[src/rtl/tcm_boot_loader_pkg.sv]
// tcm_boot_loader shared types and constants.
// State encoding, tag width and mem_d tie-off values.
package tcm_boot_pkg;

    localparam int TAG_W = 11;

    typedef enum logic [2:0] {
        S_IDLE,
        S_FILL,
        S_ISSUE,
        S_DRAIN,
        S_DONE,
        S_ERR
    } state_e;

    localparam logic MEM_RD_TIE         = 1'b0;
    localparam logic MEM_CACHEABLE_TIE  = 1'b0;
    localparam logic MEM_INVALIDATE_TIE = 1'b0;
    localparam logic MEM_WRITEBACK_TIE  = 1'b0;
    localparam logic MEM_FLUSH_TIE      = 1'b0;

    function automatic logic [3:0] lane_bit(input logic [1:0] lane);
        return 4'b0001 << lane;
    endfunction

endpackage

[src/rtl/tcm_boot_loader_if.sv]
// mem_d data-port bundle between the loader (master) and tcm_mem (slave).
// Signal names follow the core's mem_d port naming.
interface tcm_boot_loader_if;
    import tcm_boot_pkg::*;

    logic [31:0]      mem_d_addr_o;
    logic [31:0]      mem_d_data_wr_o;
    logic [3:0]       mem_d_wr_o;
    logic             mem_d_rd_o;
    logic             mem_d_cacheable_o;
    logic             mem_d_invalidate_o;
    logic             mem_d_writeback_o;
    logic             mem_d_flush_o;
    logic [TAG_W-1:0] mem_d_req_tag_o;
    logic             mem_d_accept_i;
    logic             mem_d_ack_i;
    logic             mem_d_error_i;
    logic [TAG_W-1:0] mem_d_resp_tag_i;
    logic [31:0]      mem_d_data_rd_i;

    modport master (
        output mem_d_addr_o, mem_d_data_wr_o, mem_d_wr_o, mem_d_rd_o,
        output mem_d_cacheable_o, mem_d_invalidate_o,
        output mem_d_writeback_o, mem_d_flush_o, mem_d_req_tag_o,
        input  mem_d_accept_i, mem_d_ack_i, mem_d_error_i,
        input  mem_d_resp_tag_i, mem_d_data_rd_i
    );

    modport slave (
        input  mem_d_addr_o, mem_d_data_wr_o, mem_d_wr_o, mem_d_rd_o,
        input  mem_d_cacheable_o, mem_d_invalidate_o,
        input  mem_d_writeback_o, mem_d_flush_o, mem_d_req_tag_o,
        output mem_d_accept_i, mem_d_ack_i, mem_d_error_i,
        output mem_d_resp_tag_i, mem_d_data_rd_i
    );

endinterface

[src/rtl/tcm_boot_loader_ack_tracker.sv]
// Outstanding-write counter with in-order ack tag check.
// Flags error on tag mismatch, error ack, or ack with nothing outstanding.
module tcm_boot_ack_tracker
    import tcm_boot_pkg::*;
#(
    parameter int MAX = 4
) (
    input  logic             clk_i,
    input  logic             rst_ni,
    input  logic             clr_i,
    input  logic             accept_i,
    input  logic             ack_i,
    input  logic             error_i,
    input  logic [TAG_W-1:0] resp_tag_i,
    output logic             full_o,
    output logic             empty_o,
    output logic             err_o
);

    localparam int CW = $clog2(MAX) + 1;

    logic [CW-1:0]    cnt_q;
    logic [TAG_W-1:0] exp_q;
    logic             err_q;
    logic             bad;
    logic             ret;

    // Classify the incoming ack against the expected tag and count.
    always_comb begin
        ret = ack_i && (cnt_q != '0);
        bad = ack_i && ((cnt_q == '0) ||
                        (resp_tag_i != exp_q) ||
                        error_i);
    end

    // Count in-flight writes, walk the expected tag, latch errors.
    always_ff @(posedge clk_i or negedge rst_ni) begin
        if (!rst_ni) begin
            cnt_q <= '0;
            exp_q <= '0;
            err_q <= 1'b0;
        end else if (clr_i) begin
            cnt_q <= '0;
            exp_q <= '0;
            err_q <= 1'b0;
        end else begin
            unique case ({accept_i, ret})
                2'b10:   cnt_q <= cnt_q + 1'b1;
                2'b01:   cnt_q <= cnt_q - 1'b1;
                default: cnt_q <= cnt_q;
            endcase
            if (ack_i) exp_q <= exp_q + 1'b1;
            if (bad)   err_q <= 1'b1;
        end
    end

    assign full_o  = (cnt_q == CW'(MAX));
    assign empty_o = (cnt_q == '0);
    assign err_o   = err_q;

endmodule

[src/rtl/tcm_boot_loader.sv]
// Byte-stream image loader driving tcm_mem over mem_d.
// Packs bytes little-endian, issues tagged writes, holds the core in reset.
module tcm_boot_loader
    import tcm_boot_pkg::*;
#(
    parameter logic [31:0] BASE_ADDR       = 32'h8000_0000,
    parameter int          MAX_OUTSTANDING = 4
) (
    input  logic               clk_i,
    input  logic               rst_ni,
    input  logic               start_i,
    input  logic [17:0]        len_i,
    input  logic               in_valid_i,
    input  logic [7:0]         in_data_i,
    output logic               in_ready_o,
    tcm_boot_loader_if.master  mem_d,
    output logic               core_rst_o,
    output logic               done_o,
    output logic               error_o
);

    state_e           state_q;
    logic [17:0]      len_q;
    logic [17:0]      byte_cnt_q;
    logic [15:0]      word_idx_q;
    logic [31:0]      data_q;
    logic [3:0]       strb_q;
    logic             in_ready_q;
    logic [3:0]       wr_q;
    logic [31:0]      addr_q;
    logic [31:0]      wdata_q;
    logic [TAG_W-1:0] tag_q;
    logic             core_rst_q;
    logic             done_q;
    logic             error_q;

    logic [1:0]       lane;
    logic [17:0]      byte_cnt_d;
    logic [31:0]      data_d;
    logic [3:0]       strb_d;
    logic             word_end;
    logic             take;
    logic             acc;
    logic             more;
    logic             idle_like;
    logic             trk_clr;
    logic             trk_full;
    logic             trk_empty;
    logic             trk_err;
    logic [31:0]      req_addr;
    logic             unused_rd;

    // Next packing state if the current byte handshake completes.
    always_comb begin
        lane       = byte_cnt_q[1:0];
        byte_cnt_d = byte_cnt_q + 18'd1;
        data_d     = data_q;
        data_d[{lane, 3'b000} +: 8] = in_data_i;
        strb_d     = strb_q | lane_bit(lane);
        word_end   = (lane == 2'd3) || (byte_cnt_d == len_q);
    end

    assign take      = in_valid_i & in_ready_q;
    assign acc       = (wr_q != 4'd0) & mem_d.mem_d_accept_i;
    assign more      = (byte_cnt_q != len_q);
    assign req_addr  = BASE_ADDR + {14'd0, word_idx_q, 2'b00};
    assign idle_like = (state_q == S_IDLE) ||
                       (state_q == S_DONE) ||
                       (state_q == S_ERR);
    assign trk_clr   = idle_like & start_i;
    assign unused_rd = ^mem_d.mem_d_data_rd_i;

    tcm_boot_ack_tracker #(
        .MAX (MAX_OUTSTANDING)
    ) u_trk (
        .clk_i      (clk_i),
        .rst_ni     (rst_ni),
        .clr_i      (trk_clr),
        .accept_i   (acc),
        .ack_i      (mem_d.mem_d_ack_i),
        .error_i    (mem_d.mem_d_error_i),
        .resp_tag_i (mem_d.mem_d_resp_tag_i),
        .full_o     (trk_full),
        .empty_o    (trk_empty),
        .err_o      (trk_err)
    );

    // Load sequencer: fill a word, issue it, drain acks, report status.
    always_ff @(posedge clk_i or negedge rst_ni) begin
        if (!rst_ni) begin
            state_q    <= S_IDLE;
            len_q      <= '0;
            byte_cnt_q <= '0;
            word_idx_q <= '0;
            data_q     <= '0;
            strb_q     <= '0;
            in_ready_q <= 1'b0;
            wr_q       <= '0;
            addr_q     <= '0;
            wdata_q    <= '0;
            tag_q      <= '0;
            core_rst_q <= 1'b1;
            done_q     <= 1'b0;
            error_q    <= 1'b0;
        end else begin
            unique case (state_q)
                S_IDLE, S_DONE, S_ERR: begin
                    if (start_i) begin
                        len_q      <= len_i;
                        byte_cnt_q <= '0;
                        word_idx_q <= '0;
                        data_q     <= '0;
                        strb_q     <= '0;
                        error_q    <= 1'b0;
                        if (len_i == 18'd0) begin
                            state_q    <= S_DONE;
                            done_q     <= 1'b1;
                            core_rst_q <= 1'b0;
                        end else begin
                            state_q    <= S_FILL;
                            in_ready_q <= 1'b1;
                            done_q     <= 1'b0;
                            core_rst_q <= 1'b1;
                        end
                    end
                end
                S_FILL: begin
                    if (trk_err) begin
                        in_ready_q <= 1'b0;
                        state_q    <= S_DRAIN;
                    end else if (take) begin
                        byte_cnt_q <= byte_cnt_d;
                        data_q     <= data_d;
                        strb_q     <= strb_d;
                        if (word_end) begin
                            in_ready_q <= 1'b0;
                            state_q    <= S_ISSUE;
                            if (!trk_full) begin
                                wr_q    <= strb_d;
                                addr_q  <= req_addr;
                                wdata_q <= data_d;
                                tag_q   <= word_idx_q[TAG_W-1:0];
                            end
                        end
                    end
                end
                S_ISSUE: begin
                    if (wr_q != 4'd0) begin
                        if (acc) begin
                            wr_q       <= '0;
                            strb_q     <= '0;
                            data_q     <= '0;
                            word_idx_q <= word_idx_q + 16'd1;
                            if (more && !trk_err) begin
                                state_q    <= S_FILL;
                                in_ready_q <= 1'b1;
                            end else begin
                                state_q <= S_DRAIN;
                            end
                        end
                    end else if (trk_err) begin
                        state_q <= S_DRAIN;
                    end else if (!trk_full) begin
                        wr_q    <= strb_q;
                        addr_q  <= req_addr;
                        wdata_q <= data_q;
                        tag_q   <= word_idx_q[TAG_W-1:0];
                    end
                end
                S_DRAIN: begin
                    if (trk_empty) begin
                        if (trk_err) begin
                            state_q <= S_ERR;
                            error_q <= 1'b1;
                        end else begin
                            state_q    <= S_DONE;
                            done_q     <= 1'b1;
                            core_rst_q <= 1'b0;
                        end
                    end
                end
                default: state_q <= S_IDLE;
            endcase
        end
    end

    assign in_ready_o               = in_ready_q;
    assign core_rst_o               = core_rst_q;
    assign done_o                   = done_q;
    assign error_o                  = error_q;
    assign mem_d.mem_d_addr_o       = addr_q;
    assign mem_d.mem_d_data_wr_o    = wdata_q;
    assign mem_d.mem_d_wr_o         = wr_q;
    assign mem_d.mem_d_req_tag_o    = tag_q;
    assign mem_d.mem_d_rd_o         = MEM_RD_TIE;
    assign mem_d.mem_d_cacheable_o  = MEM_CACHEABLE_TIE;
    assign mem_d.mem_d_invalidate_o = MEM_INVALIDATE_TIE;
    assign mem_d.mem_d_writeback_o  = MEM_WRITEBACK_TIE;
    assign mem_d.mem_d_flush_o      = MEM_FLUSH_TIE;

endmodule

[src/flat_wrapper.sv]
// flat-port wrapper written by rule: the top's interface ports become plain ports
module tcm_boot_loader_flat import tcm_boot_pkg::*;
#(
    parameter logic [31:0] BASE_ADDR       = 32'h8000_0000,
    parameter int          MAX_OUTSTANDING = 4
)
  (clk_i, rst_ni, start_i, len_i, in_valid_i, in_data_i, in_ready_o, core_rst_o, done_o, error_o, mem_d_mem_d_addr_o, mem_d_mem_d_data_wr_o, mem_d_mem_d_wr_o, mem_d_mem_d_rd_o, mem_d_mem_d_cacheable_o, mem_d_mem_d_invalidate_o, mem_d_mem_d_writeback_o, mem_d_mem_d_flush_o, mem_d_mem_d_req_tag_o, mem_d_mem_d_accept_i, mem_d_mem_d_ack_i, mem_d_mem_d_error_i, mem_d_mem_d_resp_tag_i, mem_d_mem_d_data_rd_i);
  tcm_boot_loader_if mem_d_i ();
  input  logic clk_i;
  input  logic rst_ni;
  input  logic start_i;
  input  logic [17:0] len_i;
  input  logic in_valid_i;
  input  logic [7:0] in_data_i;
  output logic in_ready_o;
  output logic core_rst_o;
  output logic done_o;
  output logic error_o;
  output wire logic [$bits(mem_d_i.mem_d_addr_o)-1:0] mem_d_mem_d_addr_o;
  output wire logic [$bits(mem_d_i.mem_d_data_wr_o)-1:0] mem_d_mem_d_data_wr_o;
  output wire logic [$bits(mem_d_i.mem_d_wr_o)-1:0] mem_d_mem_d_wr_o;
  output wire logic [$bits(mem_d_i.mem_d_rd_o)-1:0] mem_d_mem_d_rd_o;
  output wire logic [$bits(mem_d_i.mem_d_cacheable_o)-1:0] mem_d_mem_d_cacheable_o;
  output wire logic [$bits(mem_d_i.mem_d_invalidate_o)-1:0] mem_d_mem_d_invalidate_o;
  output wire logic [$bits(mem_d_i.mem_d_writeback_o)-1:0] mem_d_mem_d_writeback_o;
  output wire logic [$bits(mem_d_i.mem_d_flush_o)-1:0] mem_d_mem_d_flush_o;
  output wire logic [$bits(mem_d_i.mem_d_req_tag_o)-1:0] mem_d_mem_d_req_tag_o;
  input wire logic [$bits(mem_d_i.mem_d_accept_i)-1:0] mem_d_mem_d_accept_i;
  input wire logic [$bits(mem_d_i.mem_d_ack_i)-1:0] mem_d_mem_d_ack_i;
  input wire logic [$bits(mem_d_i.mem_d_error_i)-1:0] mem_d_mem_d_error_i;
  input wire logic [$bits(mem_d_i.mem_d_resp_tag_i)-1:0] mem_d_mem_d_resp_tag_i;
  input wire logic [$bits(mem_d_i.mem_d_data_rd_i)-1:0] mem_d_mem_d_data_rd_i;
  assign mem_d_mem_d_addr_o = mem_d_i.mem_d_addr_o;
  assign mem_d_mem_d_data_wr_o = mem_d_i.mem_d_data_wr_o;
  assign mem_d_mem_d_wr_o = mem_d_i.mem_d_wr_o;
  assign mem_d_mem_d_rd_o = mem_d_i.mem_d_rd_o;
  assign mem_d_mem_d_cacheable_o = mem_d_i.mem_d_cacheable_o;
  assign mem_d_mem_d_invalidate_o = mem_d_i.mem_d_invalidate_o;
  assign mem_d_mem_d_writeback_o = mem_d_i.mem_d_writeback_o;
  assign mem_d_mem_d_flush_o = mem_d_i.mem_d_flush_o;
  assign mem_d_mem_d_req_tag_o = mem_d_i.mem_d_req_tag_o;
  assign mem_d_i.mem_d_accept_i = mem_d_mem_d_accept_i;
  assign mem_d_i.mem_d_ack_i = mem_d_mem_d_ack_i;
  assign mem_d_i.mem_d_error_i = mem_d_mem_d_error_i;
  assign mem_d_i.mem_d_resp_tag_i = mem_d_mem_d_resp_tag_i;
  assign mem_d_i.mem_d_data_rd_i = mem_d_mem_d_data_rd_i;
  tcm_boot_loader #(.BASE_ADDR(BASE_ADDR), .MAX_OUTSTANDING(MAX_OUTSTANDING)) u_core (.clk_i(clk_i), .rst_ni(rst_ni), .start_i(start_i), .len_i(len_i), .in_valid_i(in_valid_i), .in_data_i(in_data_i), .in_ready_o(in_ready_o), .mem_d(mem_d_i), .core_rst_o(core_rst_o), .done_o(done_o), .error_o(error_o));
endmodule
[config.mk]
export PLATFORM = sky130hd
export DESIGN_NAME = tcm_boot_loader_flat
export DESIGN_NICKNAME = d
export VERILOG_FILES = /design/src/rtl/tcm_boot_loader_pkg.sv /design/src/rtl/tcm_boot_loader_if.sv /design/src/rtl/tcm_boot_loader_ack_tracker.sv /design/src/rtl/tcm_boot_loader.sv /design/src/flat_wrapper.sv
export SDC_FILE = /design/constraint.sdc
export NUM_CORES = 1
export LEC_CHECK = 0
export CORE_UTILIZATION = 48
export CTS_CLUSTER_DIAMETER = 120
export DETAILED_ROUTE_END_ITERATION = 6
export PLACE_DENSITY = 0.78
export SLEW_MARGIN = 5
export SYNTH_ARGS = -nofsm -noshare
export SYNTH_HDL_FRONTEND = slang
export SYNTH_SLANG_ARGS = --single-unit
[constraint.sdc]
create_clock -name clk_i -period 2.5 [get_ports clk_i]
set_input_delay 0.25 -clock clk_i [delete_from_list [all_inputs] [get_ports clk_i]]
set_output_delay 0.25 -clock clk_i [all_outputs]
set_load 0.05 [all_outputs]
==> impl_metrics.tcl, run 1 <==
set metrics [dict create \
    synthCells 808 \
    synth_ff_type "dfrtp_1" \
    synth_adder_area_share 0.0184 \
    synth_enable_flop_cells 0 \
    top_layer "met4" \
    first_global_vias 6577 \
    antenna_found_initial 0 \
    yosys_register_bits 163 \
    tightest_slew_ns 0.673 \
    firstDrtPassIters 5 \
    p_per_area_nw_per_um2 903 \
    cts_max_path_buffers 2 \
    crit_buf_inv 2 \
    crit_family "compound AO/OA/AOI/OAI gates" \
    synth_xor_area_frac 0.0738 \
    drv_slew 0 \
    rows 48 \
    grt_pass1_wl_microns 33200 \
    cp-start-kind "register" \
    path_max_fanout 7 \
    ys_warn_count 0 \
    dr_wl_met3_microns 912 \
    vias_per_cell 5.56 \
    cts_buffers 17 \
    status "finished with violations" \
    hold_path_class "input pin to asynchronous set/reset pin" \
    async_reset_ff_frac 1.00 \
    synth.distinct_cells 64 \
    antennaDiodeCount 0 \
    grt_max_degree 67 \
    muxShareOfSynthArea 0.0855 \
    overflow 0 \
    vias 6752 \
    violations "negative setup slack" \
    ioPinCount 164 \
    die_w_microns 135 \
    fin_crit_sh 1.13 \
    timing.final.ws_setup_ns -0.323 \
    yosys.area_share.simple 0.148 \
    wire_per_inst_microns 17.2 \
    fin_skew_ns 0.00874 \
    crit_path_cell_trace "xor2_1 > or4b_1 > o31ai_2 > o22ai_2 > o41ai_4 > o21ai_4 > buf_12 > clkbuf_16 > mux2_4" \
    htreeDepth 4 \
    place.gp.congestion 0.927 \
    remaining_drc_errors 0 \
    cts_tree "built" \
    slew_headroom 0.548 \
    hold_viol_final 0 \
    vdd_drop_max_uv 787 \
    critPathMaxStageDelay_ns 0.49 \
    place_ws_ns -0.395 \
    gr-usage-all-layers 0.235 \
    nNetsFinal 1065 \
    synth_common_cells "dfrtp_1 (162), nand2_1 (87), nor2_1 (79), a22o_1 (68), mux2_4 (45)" \
    setup_viol 55 \
    die_y_microns 135 \
    die_area_sq_um 18300 \
    drt_iter0_markers 431 \
    critical_path_class "register to register" \
    hold_ws_ns 0.369 \
    clkSinkCount 163 \
    max_cap_viol_count 0 \
    areaGrowthSynthToFinish_pct 31.6 \
    clk_pin_slew_ns 0.06 \
    portBuffers 111 \
    postRouteAntennaNets 0 \
    cpMaxStageDelayCell "or4b_1" \
    syn_area_sq_um 8550 \
    seq_area_frac_synth 0.477 \
    post-synth-top-area-fraction 0.474 \
    period_needed_ns 2.82 \
    coreArea_sq_um 17400 \
    wl_met2_microns 10400 \
    yosysMostFrequentCell "dfrtp_1" \
    rsz0062_at_grt "yes" \
    synth_top_area_cell "dfrtp_1" \
    placed_area_sq_um 10200 \
    dpl.hpwl_microns 14100 \
    synth-compound-area-share 0.138 \
    synth_top_family_by_area "simple AND/OR/NAND/NOR gates" \
    design_area_sq_um 11200 \
    syn_area_per_cell_sq_um 10.6 \
    final_util 0.648 \
    wl_met1_microns 9220 \
    p_leak_uw 0.00528 \
    finalPower_uw 10200 \
    synth_area_leaders "dfrtp_1 (47%), mux2_4 (7.9%), a22o_1 (7.0%), xor2_1 (3.9%), nand2_1 (3.8%)" \
    clock-root-buffer "clkbuf_16" \
    worstPathRequired_ns 2.82 \
    fmax_ghz 0.354 \
    clock_latency_ns 0.44 \
    drive_above_1_share 0.217 \
    initial_utilization 0.493 \
    drt-total-wl_microns 20900 \
    worstSetupEndpointType "register" \
    crit_arrival_ns 3.14 \
]
## power breakdown
| part | switching (uW) | internal [uW] |
|---|---|---|
| Sequential | 443 | 3080 |
| Combinational | 2350 | 1730 |
| Clock | 1110 | 1430 |
## sequential cells by signal, summed over array words and instances (netlist names)
register                      count
u_core.mem_d.mem_d_data_wr_o     32
u_core.word_idx_q                16
u_core.state_q                    3
u_core.mem_d.mem_d_addr_o         7
u_core.done_o                     1
u_core.in_ready_o                 1
u_core.len_q                     18
u_core.data_q                    32
u_core.byte_cnt_q                18
u_core.u_trk.cnt_q                3
u_core.error_o                    1
u_core.mem_d.mem_d_wr_o           4
u_core.u_trk.exp_q               11
u_core.strb_q                     4
u_core.mem_d.mem_d_req_tag_o     10
u_core.core_rst_o                 1
u_core.u_trk.err_o                1
## routing by layer
metal | up-vias | GRT usage
met5 | - | 0
met4 | 0 | 0.0818
met3 | 36 | 0.0430
met2 | 214 | 0.395
met1 | 3356 | 0.304
li1 | 3146 | -
## cells by family (layout without fill, tap and decap cells)
kind of cell / Yosys count / count (layout)
simple gates: 266 / 266
flops: 163 / 163
compound gates: 154 / 154
buf+inv: 90 / 253
xor+xnor: 72 / 72
mux: 50 / 50
fa+ha+maj: 12 / 12
other cells: 1 / 20
## per-stage QoR
stage / std cells / TNS [ns]
6_report: 1215 / -15.44
3_3_place_gp: 1165 / -18.98
4_1_cts: 1211 / -11.09
2_1_floorplan: 827 / -10.87
5_1_grt: 1215 / -19.93
3_5_place_dp: 1165 / -19.23
## timing repair
action                                  in CTS  in global routing
hold buffers                                 1                  0
pin swaps                                   14                  3
endpoints found under the setup margin      56                 56
resized for setup                           29                 12
cloned                                       4                  1
setup buffers                               11                  4
hold endpoints to repair                    61                  0
## cell usage in the layout (no fill, tap or decap), types with 6 or more instances in the layout
cell type        synthesis  layout
dfrtp_1                162     159
clkdlybuf4s50_1          0     110
nand2_1                 87      87
nor2_1                  79      78
buf_4                   32      75
a22o_1                  68      68
mux2_4                  45      46
xor2_1                  38      38
xnor2_1                 34      32
nand4_1                 21      21
conb_1                   1      20
a21oi_1                 19      18
clkbuf_16                0      18
o21ai_0                 18      17
nand3_1                 16      16
inv_1                   18      15
ha_1                    11       9
nor3_1                   9       8
nor4_1                  10       8
nor2b_1                  7       7
buf_12                   0       7
o22ai_2                  0       6
nand2b_1                 7       6
## final cells by class
type | instances | area, sq um
clock inverter | 13 | 125
tap | 225 | 282
fill | 1326 | 6110
timing repair buffer | 203 | 2010
clock buffer | 19 | 453
inverter | 18 | 80.1
sequential | 163 | 4080
multi-input combinational | 574 | 4220
## final timing paths
kind / from / end / slack [ns] / cells past startpoint
setup / recovery: u_core.byte_cnt_q[7] / u_core.mem_d.mem_d_data_wr_o[25] / -0.32 / 9
hold / removal: rst_ni / u_core.byte_cnt_q[16] / 0.37 / 2
setup reg to reg: u_core.byte_cnt_q[7] / u_core.mem_d.mem_d_data_wr_o[25] / -0.32 / 9
hold reg to reg: u_core.core_rst_o / u_core.core_rst_o / 0.49 / 2
max in group asynchronous: rst_ni / u_core.mem_d.mem_d_data_wr_o[27] / 1.34 / 3
min in group clk_i: len_i[14] / u_core.len_q[14] / 0.37 / 3
Power figures use the tool's default switching activity.
==> run 2, diff against run 1 <==
--- a/config.mk
+++ b/config.mk
@@ -5,10 +5,9 @@
 export SDC_FILE = /design/constraint.sdc
 export NUM_CORES = 1
 export LEC_CHECK = 0
-export CORE_UTILIZATION = 48
+export CORE_UTILIZATION = 29
 export CTS_CLUSTER_DIAMETER = 120
 export DETAILED_ROUTE_END_ITERATION = 6
-export PLACE_DENSITY = 0.78
 export SLEW_MARGIN = 5
 export SYNTH_ARGS = -nofsm -noshare
 export SYNTH_HDL_FRONTEND = slang
==> run 2 against run 1 <==
Critical endpoint is now u_core.mem_d.mem_d_req_tag_o[3]. Critical path type unchanged. Sequential share of layout area down 1.2 points. Sequential power about the same. Global-route usage shrank 8.9 points. The flow still finishes with violations (negative setup slack). Clock skew hardly changed. Critical path depth grew 1. Hold slack worse by 0.025 ns. Register-to-register slack improved by 0.03 ns.
==> impl_metrics.tcl, run 2 (synthesized netlist as in run 1, its figures left out) <==
set metrics [dict create \
    ioPinCount 164 \
    cp-start-kind "register" \
    worst_r2r_endpoint "u_core.mem_d.mem_d_req_tag_o[3]" \
    coreArea_sq_um 28900 \
    drv_slew 0 \
    drive_above_1_share 0.229 \
    pwr-share-comb 0.397 \
    swShare 0.379 \
    die_area_sq_um 30200 \
    tightest_slew_ns 0.692 \
    firstDrtPassIters 5 \
    status "finished with violations" \
    worstSetupEndpointType "register" \
    fillers 2825 \
    final_cell_mix "dfrtp_1 (156), clkdlybuf4s50_1 (110), nand2_1 (86)" \
    htreeDepth 4 \
    design_area_sq_um 11600 \
    setup_viol 53 \
    vias 6553 \
    antennaDiodeCount 0 \
    dpl.cell_count 1335 \
    postRouteAntennaNets 0 \
    drt-total-wl_microns 21300 \
    violations "negative setup slack" \
    placed_area_sq_um 10500 \
    nNetsFinal 1076 \
    die_y_microns 174 \
    first_global_vias 6551 \
    gr-usage-all-layers 0.146 \
    p_per_area_nw_per_um2 895 \
    cts_tree "built" \
    period_needed_ns 2.80 \
    critical_path_class "register to register" \
    clkSinkCount 163 \
    fin_crit_sh 1.12 \
    final_common_cell "dfrtp_1" \
    fmax_ghz 0.358 \
    portBuffers 111 \
    clock_latency_ns 0.43 \
    stdcell_count 1385 \
    rows 62 \
    slew_headroom 0.536 \
    clock-root-buffer "clkbuf_16" \
    wire_per_inst_microns 15.4 \
    die_w_microns 174 \
    hold_viol_final 0 \
    initial_utilization 0.296 \
    ff2ff_path_depth 10 \
    dpl.hpwl_microns 15000 \
    max_cap_viol_count 0 \
    remaining_drc_errors 0 \
    vdd_drop_max_uv 488 \
    vias_per_cell 4.73 \
    timing.reg2reg.setup_slack_ns -0.30 \
    fin_skew_ns 0.00846 \
    overflow 0 \
    p_int_uw 6470 \
    final_util 0.403 \
    hold_path_class "input pin to asynchronous set/reset pin" \
    p_clk_frac 0.265 \
    r2r_start "u_core.byte_cnt_q[1]" \
    hold_ws_ns 0.344 \
    areaGrowthSynthToFinish_pct 36.0 \
    power_frac_seq 0.338 \
    grt_pass1_wl_microns 35000 \
    p_sw_uw 3940 \
    timing.final.ws_setup_ns -0.296 \
    cts_buffers 17 \
    antenna_found_initial 1 \
    clk_pin_slew_ns 0.07 \
    worstPathRequired_ns 2.81 \
    rsz0062_at_grt "yes" \
    path_max_fanout 4 \
    cts_max_path_buffers 2 \
    p_leak_uw 0.00538 \
    grt_max_degree 57 \
    place.gp.congestion 0.864 \
    crit_arrival_ns 3.11 \
    drt_iter0_markers 407 \
]
[run 2: cell types whose count changed in the layout (fill, tap and decap cells not counted), moves of 2 or more]
cell	before	now
buf_12	7	5
clkinvlp_4	5	3
inv_8	0	2
clkbuf_1	0	2
xnor2_2	1	3
dfrtp_1	159	156
nand3_2	0	2
inv_4	0	2
nand3_1	16	14
buf_6	5	13
buf_4	75	78
bufinv_16	1	3
dfrtp_2	3	6
[run 2: cell type report]
| cell class | count | area, sq um | share of cell area |
|---|---|---|---|
| well taps | 384 | 480 | 0.0413 |
| multi-input cells | 574 | 4250 | 0.365 |
| inverters | 18 | 72.6 | 0.00624 |
| clock inverters | 12 | 170 | 0.0146 |
| flip-flops and latches | 163 | 4090 | 0.352 |
| repair buffers | 214 | 2120 | 0.183 |
| clock buffers | 20 | 447 | 0.0384 |
[run 2: routing by layer]
metal	up-vias	track usage	wire length [microns]
li1	3162	-	-
met3	26	0.0279	713
met4	2	0.0482	359
met2	154	0.224	9600
met1	3209	0.205	10600
met5	-	0	13
[run 2: worst max-delay path, stage by stage (launching register included)]
cell	delay, ns
dfrtp_2	0.45
ha_4	0.19
xnor2_1	0.12
or4b_4	0.50
o31ai_4	0.07
o22ai_2	0.14
o41ai_4	0.46
o21ai_4	0.13
buf_6	0.17
clkbuf_16	0.15
mux2_4	0.29
[run 2: timing repair]
item | CTS | global route
hold buffers | 1 | 0
pin swaps | 18 | 6
setup endpoints to repair | 57 | 57
gates resized for setup | 41 | 17
cloned | 4 | 2
endpoints found under the hold margin | 51 | 0
setup buffers | 10 | 2
[run 2: stage by stage]
| stage | setup TNS, ns | worst slack (ns) | total power (uW) |
|---|---|---|---|
| 5_1_grt | -18.97 | -0.385 | 11000 |
| 4_1_cts | -12.89 | -0.278 | 10400 |
| 2_1_floorplan | -10.87 | -0.240 | 6040 |
| 3_3_place_gp | -18.14 | -0.361 | 7260 |
| 6_report | -14.08 | -0.296 | 10400 |
| 3_5_place_dp | -19.28 | -0.387 | 7330 |
[run 2: how the worst max path moves through the flow]
stage | startpoint | to | slack [ns] | depth (start not counted)
after floorplan | u_core.byte_cnt_q[0] | u_core.mem_d.mem_d_addr_o[12] | -0.24 | 10
after global placement | u_core.byte_cnt_q[5] | u_core.mem_d.mem_d_data_wr_o[20] | -0.36 | 8
after detailed placement | u_core.byte_cnt_q[1] | u_core.mem_d.mem_d_data_wr_o[4] | -0.39 | 9
after CTS | u_core.byte_cnt_q[0] | u_core.mem_d.mem_d_data_wr_o[4] | -0.28 | 10
after global routing | u_core.byte_cnt_q[0] | u_core.mem_d.mem_d_req_tag_o[4] | -0.38 | 12
final | u_core.byte_cnt_q[1] | u_core.mem_d.mem_d_req_tag_o[3] | -0.30 | 10
[run 2: power groups by stage]
stage               clock (uW)  combinational, uW  sequential [uW]
floorplan                    0               2170             3860
detailed placement           0               3800             3540
global placement             0               3740             3530
finish                    2750               4130             3520
CTS                       2810               4040             3510
global route              2940               4480             3580
